File: src/rtl/hpc1_logic_vec.sv
// Masked W-bit, D-share two-input logic gadget (AND/NAND/NOR/OR) built on HPC1:
// refresh of b, one-cycle delay of a, DOM multiplication and share compression.
module hpc1_logic_vec #(
    parameter int SECURITY_ORDER = 2,
    parameter int W              = 8,
    parameter int OUT_REG        = 0
) (
    input  logic                                        clk,
    input  logic                                        rst_n,
    input  logic                                        in_valid,
    input  logic [1:0]                                  mode,
    input  logic [W*(SECURITY_ORDER+1)-1:0]             ina,
    input  logic [W*(SECURITY_ORDER+1)-1:0]             inb,
    input  logic [W*(SECURITY_ORDER+1)*SECURITY_ORDER-1:0] rnd,
    output logic                                        out_valid,
    output logic [W*(SECURITY_ORDER+1)-1:0]             outt
);

    localparam int D  = SECURITY_ORDER + 1;
    localparam int P  = D * (D - 1) / 2;
    localparam int NR = W * P;
    localparam int WD = W * D;

    // Position of the unordered share pair (i,l), i<l, inside a bit's P-wide random slice.
    function automatic int pairIdx(input int i, input int l);
        return i * D - (i * (i + 1)) / 2 + (l - i - 1);
    endfunction

    logic [WD-1:0]      aDly_d, aDly_q;
    logic [WD-1:0]      bRef_d, bRef_q;
    logic               inv1_q, valid1_q;
    logic [W*D*D-1:0]   terms_d, terms_q;
    logic               inv2_q, valid2_q;
    logic [WD-1:0]      comp;

    // De Morgan input inversion touches share 0 only; b is then refreshed pairwise.
    always_comb begin
        aDly_d = ina;
        bRef_d = inb;
        if (mode[1]) begin
            aDly_d[W-1:0] = ~ina[W-1:0];
            bRef_d[W-1:0] = ~inb[W-1:0];
        end
        for (int j = 0; j < W; j++) begin
            for (int i = 0; i < D; i++) begin
                for (int l = i + 1; l < D; l++) begin
                    bRef_d[i*W+j] = bRef_d[i*W+j] ^ rnd[j*P+pairIdx(i, l)];
                    bRef_d[l*W+j] = bRef_d[l*W+j] ^ rnd[j*P+pairIdx(i, l)];
                end
            end
        end
    end

    always_ff @(posedge clk) begin
        if (!rst_n) begin
            aDly_q   <= '0;
            bRef_q   <= '0;
            inv1_q   <= 1'b0;
            valid1_q <= 1'b0;
        end else begin
            aDly_q   <= aDly_d;
            bRef_q   <= bRef_d;
            inv1_q   <= mode[0];
            valid1_q <= in_valid;
        end
    end

    // Term (i,l) of bit j; cross terms (i,l) and (l,i) share the same mask bit.
    always_comb begin
        terms_d = '0;
        for (int j = 0; j < W; j++) begin
            for (int i = 0; i < D; i++) begin
                for (int l = 0; l < D; l++) begin
                    terms_d[(j*D+i)*D+l] = aDly_q[i*W+j] & bRef_q[l*W+j];
                    if (i < l) begin
                        terms_d[(j*D+i)*D+l] = terms_d[(j*D+i)*D+l] ^ rnd[NR+j*P+pairIdx(i, l)];
                    end else if (i > l) begin
                        terms_d[(j*D+i)*D+l] = terms_d[(j*D+i)*D+l] ^ rnd[NR+j*P+pairIdx(l, i)];
                    end
                end
            end
        end
    end

    always_ff @(posedge clk) begin
        if (!rst_n) begin
            terms_q  <= '0;
            inv2_q   <= 1'b0;
            valid2_q <= 1'b0;
        end else begin
            terms_q  <= terms_d;
            inv2_q   <= inv1_q;
            valid2_q <= valid1_q;
        end
    end

    always_comb begin
        comp = '0;
        for (int j = 0; j < W; j++) begin
            for (int i = 0; i < D; i++) begin
                for (int l = 0; l < D; l++) begin
                    comp[i*W+j] = comp[i*W+j] ^ terms_q[(j*D+i)*D+l];
                end
            end
        end
        if (inv2_q) begin
            comp[W-1:0] = ~comp[W-1:0];
        end
    end

    generate
        if (OUT_REG != 0) begin : g_outReg
            logic [WD-1:0] outt_q;
            logic          outValid_q;

            always_ff @(posedge clk) begin
                if (!rst_n) begin
                    outt_q     <= '0;
                    outValid_q <= 1'b0;
                end else begin
                    outt_q     <= comp;
                    outValid_q <= valid2_q;
                end
            end

            assign outt      = outt_q;
            assign out_valid = outValid_q;
        end else begin : g_noOutReg
            assign outt      = comp;
            assign out_valid = valid2_q;
        end
    endgenerate

endmodule

File: config.mk
export PLATFORM = sky130hd
export DESIGN_NAME = hpc1_logic_vec
export DESIGN_NICKNAME = d
export VERILOG_FILES = /design/src/rtl/hpc1_logic_vec.sv
export SDC_FILE = /design/constraint.sdc
export NUM_CORES = 1
export LEC_CHECK = 0
export ABC_AREA = 1
export BUFFER_PORTS_ARGS = -buffer_cell sky130_fd_sc_hd__buf_2
export CORE_ASPECT_RATIO = 0.9
export CORE_MARGIN = 4
export CORE_UTILIZATION = 40
export DETAILED_ROUTE_END_ITERATION = 6
export GPL_TIMING_DRIVEN = 0
export PLACE_DENSITY = 0.72
export SYNTH_ARGS = -nofsm -noshare
export SYNTH_HDL_FRONTEND = slang
export SYNTH_SLANG_ARGS = --single-unit
File: constraint.sdc
create_clock -name clk -period 0.9 [get_ports clk]
set_input_delay 0.135 -clock clk [delete_from_list [all_inputs] [get_ports clk]]
set_output_delay 0.135 -clock clk [all_outputs]
set_load 0.01 [all_outputs]
==> results.md <==
- Measured against its own limit, the worst slew margin works out to 69.5%.
- For this run the aggregate overflow at the end of global routing stands at 0.
- After synthesis, the cell types taking the most area are sky130_fd_sc_hd__dfxtp_1 (46%), sky130_fd_sc_hd__nand2_1 (17%), sky130_fd_sc_hd__xnor2_1 (9.1%).
- Setup violations remaining at the end of the flow were counted as 25.
- The clock tree from TritonCTS is built.
- The number of iterations in the first detailed-routing pass is 5.
- The cell count after synthesis came out at around 730.
- The die extent in x is 131 um.
- Together, buffers and inverters on the worst path number 2.
- Entering global routing, the biggest net connects 17 pins.
- The internal power of the cells totals 11000 uW.
- Counting flops with an async set or reset pin after synthesis yields a share of 0%.
- The clock slew seen by the registers of the worst setup and hold paths is around 0.050 ns.
- 0 antenna diodes ended up in the layout.
- Setup repair after global routing could not meet its margin everywhere.
- The number of enable-type register cells in the synthesized netlist is 0.
- The number of pins exceeding their max-slew limit in the final report is 0.
- The weighted congestion at the end of routability-driven global placement is 0.812.
- Data on the critical path is required at its endpoint by 0.76 ns.
- The largest stage delay on the critical path is 0.33 ns.
- The tool flagged a number of max-cap violations equal to 0.
- The analysis attributes to net switching a power of around 3500 uW.
- The most common cell in the netlist is sky130_fd_sc_hd__nand2_1.
- The number of routed nets with antenna violations is 0.
- The initial antenna violation count is 1.
- Buffers added to address setup during post-CTS repair amount to 0.
- Between clock sinks in the finished design, the worst skew comes to approximately 0.0063 ns.
- The arrival time of data at the critical path endpoint is 1.38 ns.
- For the pin with the worst max-slew slack, the measured transition is between 0.4 and 0.5 ns.
- By startpoint and endpoint, the worst setup path is classified as reg2out.
- The part of the total power dissipated in combinational logic is 14.4%.
- The overall fraction of global-route tracks in use is between 15 and 20%.
- The die span in y is 118 um.
- The final-report hold violation count came to 0.
- In the post-route analysis, the smallest setup slack over all paths is -0.610 ns.
- In this run, synthesis produced a sequential element count of around 120.
- In this run the count of I/O pins placed on the die edge is 126.
- The signal on the critical path passes through buf_12 > xnor2_2 > nand2b_4 > nand2_2 > buf_2.
- In this run the number of H-tree levels came out at 4.
- Cells fill 56.2% of the core in the end.
- Clock latency on the worst-skew pair, taken at its later pin, is just over 0.4 ns.
- The minimum clock period is 1.51 ns.
- The top cell type by area accounts for 45.8% of the synthesized area.
- The final routed DRC violation total is 0.
- For this design, the slowest cell found on the critical path is sky130_fd_sc_hd__dfxtp_2.
- The number of clock buffers inserted by TritonCTS is 17.
- The clock root buffer is sky130_fd_sc_hd__clkbuf_16.
- The final reports fail on negative setup slack.
- The row count is 40.
- The net count of the mapped netlist is 829.
- Net switching is 24.1% of the power.
- The sink count of the clock tree is 124.
- The maximum buffer depth of the clock tree is 2.
- In the final layout, the share of cells above drive strength 1 is 28.5%.
- The critical path endpoint category is an output pin.
- The leakage power summed over all cells is approximately 0.0036 uW.
- In this run, the number of DRC markers left after iteration 0 of detailed routing was 239.
- In this run the worst path has a maximum fanout of 8.
- The core region is between 10000 and 15000 um^2.
- For this run, the post-layout net count is between 1000 and 1500.
- The dominant cell type by area after synthesis is sky130_fd_sc_hd__dfxtp_1.
- After detailed routing, the number of vias per cell comes to 4.51.
- Derived from the worst setup path, the maximum achievable clock frequency is about 660 MHz.
- Port buffering added 124 buffers.
- The share of the clock period used by the worst path after layout is 168%.
- The mean cell area of the mapped netlist is 7.44 um^2.
- The worst setup path is launched from a flip-flop.
- The filler cells instantiated in the layout total approximately 1200.
- The global-route wire length before repair is 21100 um.
- The wire length per cell is 12.4 um.
- The overall via count from detail_route is 4894.
- The total die area is roughly 15000 um^2.
- The class of the most critical hold timing path is in2reg.
- The sequential area share after synthesis is 45.8%.
- The sequential cell fraction of total power is 41.8%.
- The run finished, with violations left.
- In the synthesized netlist the dominant register cell turns out to be sky130_fd_sc_hd__dfxtp_1.
- The number of global-route vias before repair was approximately 4600.
- The power density over cell area is 1940 nW/um^2.
- Hold is met by 0.0125 ns.
- The peak supply drop is 1280 uV.
- The number of different library cells used by synthesis comes to 20.
- Ranked by instance count, the synthesized netlist is headed by sky130_fd_sc_hd__nand2_1 (239), sky130_fd_sc_hd__dfxtp_1 (124), sky130_fd_sc_hd__inv_1 (69), sky130_fd_sc_hd__a21oi_1 (66), sky130_fd_sc_hd__xnor2_1 (56).
- The cell family with the largest share of critical-path delay is flip-flops.
- The wire-length estimate of the detail-placed layout is 9360 um.
- The number of warnings reported in the yosys synthesis log is 0.
- In this run, the clock network consumes between 40% and 50% of the power.
- After synthesis the cells add up to 5420 um^2.
- Once the floorplan was initialized, standard cells occupied 40.7% of the core.
- The area growth from synthesis to layout is 38.2%.
- Summed over all layers, the routed wires come to 13400 um.
[flip-flops by register name, indices dropped and copies added (netlist names)]
name and cells:
terms_q 72, out_valid 1, inv2_q 1, inv1_q 1, aDly_q 24, valid1_q 1
bRef_q 24
[through the flow]
step	instance area, um^2	setup slack, ns	TNS [ns]	std cells	power (uW)
floorplan	5570	-0.0284	-0.227	728	7330
global placement	6400	-0.188	-5.44	1020	8000
detailed placement	6400	-0.200	-5.87	1020	8040
CTS	7440	-0.638	-11.89	1085	14600
global route	7490	-0.682	-13.06	1085	15100
finish	7490	-0.610	-11.29	1085	14500
[cell type report]
type / count / area [um^2] / share of cell area (%)
clock inverters: 6 / 60.1 / 0.802
repair buffers: 158 / 967 / 12.9
well taps: 168 / 210 / 2.81
multi-input cells: 516 / 2790 / 37.3
plain buffers: 18 / 173 / 2.31
flip-flops and latches: 124 / 2510 / 33.5
inverters: 70 / 270 / 3.61
clock buffers: 25 / 505 / 6.75
[cell usage in the layout, fill, tap and decap left out]
master	Yosys	final
sky130_fd_sc_hd__buf_4	3	2
sky130_fd_sc_hd__clkbuf_1	2	5
sky130_fd_sc_hd__inv_1	69	69
sky130_fd_sc_hd__or2_2	16	16
sky130_fd_sc_hd__dfxtp_2	0	23
sky130_fd_sc_hd__nand2b_1	16	8
sky130_fd_sc_hd__a21oi_1	66	66
sky130_fd_sc_hd__a21oi_2	6	6
sky130_fd_sc_hd__xnor2_1	56	30
sky130_fd_sc_hd__o21ai_0	44	44
sky130_fd_sc_hd__inv_8	1	1
sky130_fd_sc_hd__nand2b_4	0	8
sky130_fd_sc_hd__nand2_1	239	231
sky130_fd_sc_hd__clkinvlp_4	0	2
sky130_fd_sc_hd__clkbuf_16	0	17
sky130_fd_sc_hd__buf_6	4	5
sky130_fd_sc_hd__buf_2	6	129
sky130_fd_sc_hd__nand2_2	5	13
sky130_fd_sc_hd__nand3_1	16	16
sky130_fd_sc_hd__dlygate4sd3_1	0	34
sky130_fd_sc_hd__clkbuf_8	0	5
sky130_fd_sc_hd__bufinv_16	0	1
sky130_fd_sc_hd__xnor2_4	0	1
sky130_fd_sc_hd__dfxtp_1	124	101
sky130_fd_sc_hd__clkinv_2	0	3
sky130_fd_sc_hd__nor2_1	48	48
sky130_fd_sc_hd__buf_8	1	1
sky130_fd_sc_hd__buf_12	2	3
sky130_fd_sc_hd__o21ai_1	4	4
sky130_fd_sc_hd__xnor2_2	0	25
[path summary, 6_finish.rpt]
| path | endpoint | slack [ns] | start | depth (start not counted) |
|---|---|---|---|---|
| setup / recovery | outt[5] | -0.61 | inv2_q | 5 |
| hold / removal | terms_q[3] | 0.01 | rnd[24] | 3 |
| setup reg to reg | terms_q[19] | 0.01 | aDly_q[2] | 3 |
| hold reg to reg | inv2_q | 0.41 | inv1_q | 2 |
[cell families after synthesis]
group	count (synthesis)	share of synthesized area (%)
AO/OA/AOI/OAI	120	11.5
AND/OR/NAND/NOR	340	25.6
XOR/XNOR	56	9.06
flip-flops	124	45.8
buffers and inverters	88	7.95
[metal layers]
metal  part of all wire (%)  track usage [%]
met1                     44             21.0
met2                     48             30.0
met4                   0.96             5.27
met3                    7.2             6.28
met5                  0.097                0
[worst reg2reg max path: stages (launching register included)]
cell                      delay [ns]
sky130_fd_sc_hd__dfxtp_1        0.36
sky130_fd_sc_hd__nand2_1        0.10
sky130_fd_sc_hd__o21ai_0        0.23
sky130_fd_sc_hd__a21oi_1        0.08
[power by group through the flow]
stage | sequential, uW | clock, uW | combinational (uW)
after floorplan | 6090 | 0 | 1240
after global placement | 6130 | 0 | 1870
after detailed placement | 6130 | 0 | 1910
after CTS | 6050 | 6480 | 2090
after global routing | 6100 | 6710 | 2330
final | 6070 | 6350 | 2090
[repair_timing]
action	in CTS	in global routing
pin swaps	30	15
hold endpoints to repair	37	0
setup endpoints to repair	25	25
hold buffers	34	0
resized for setup	31	11
(Power assumes the default switching activity.)
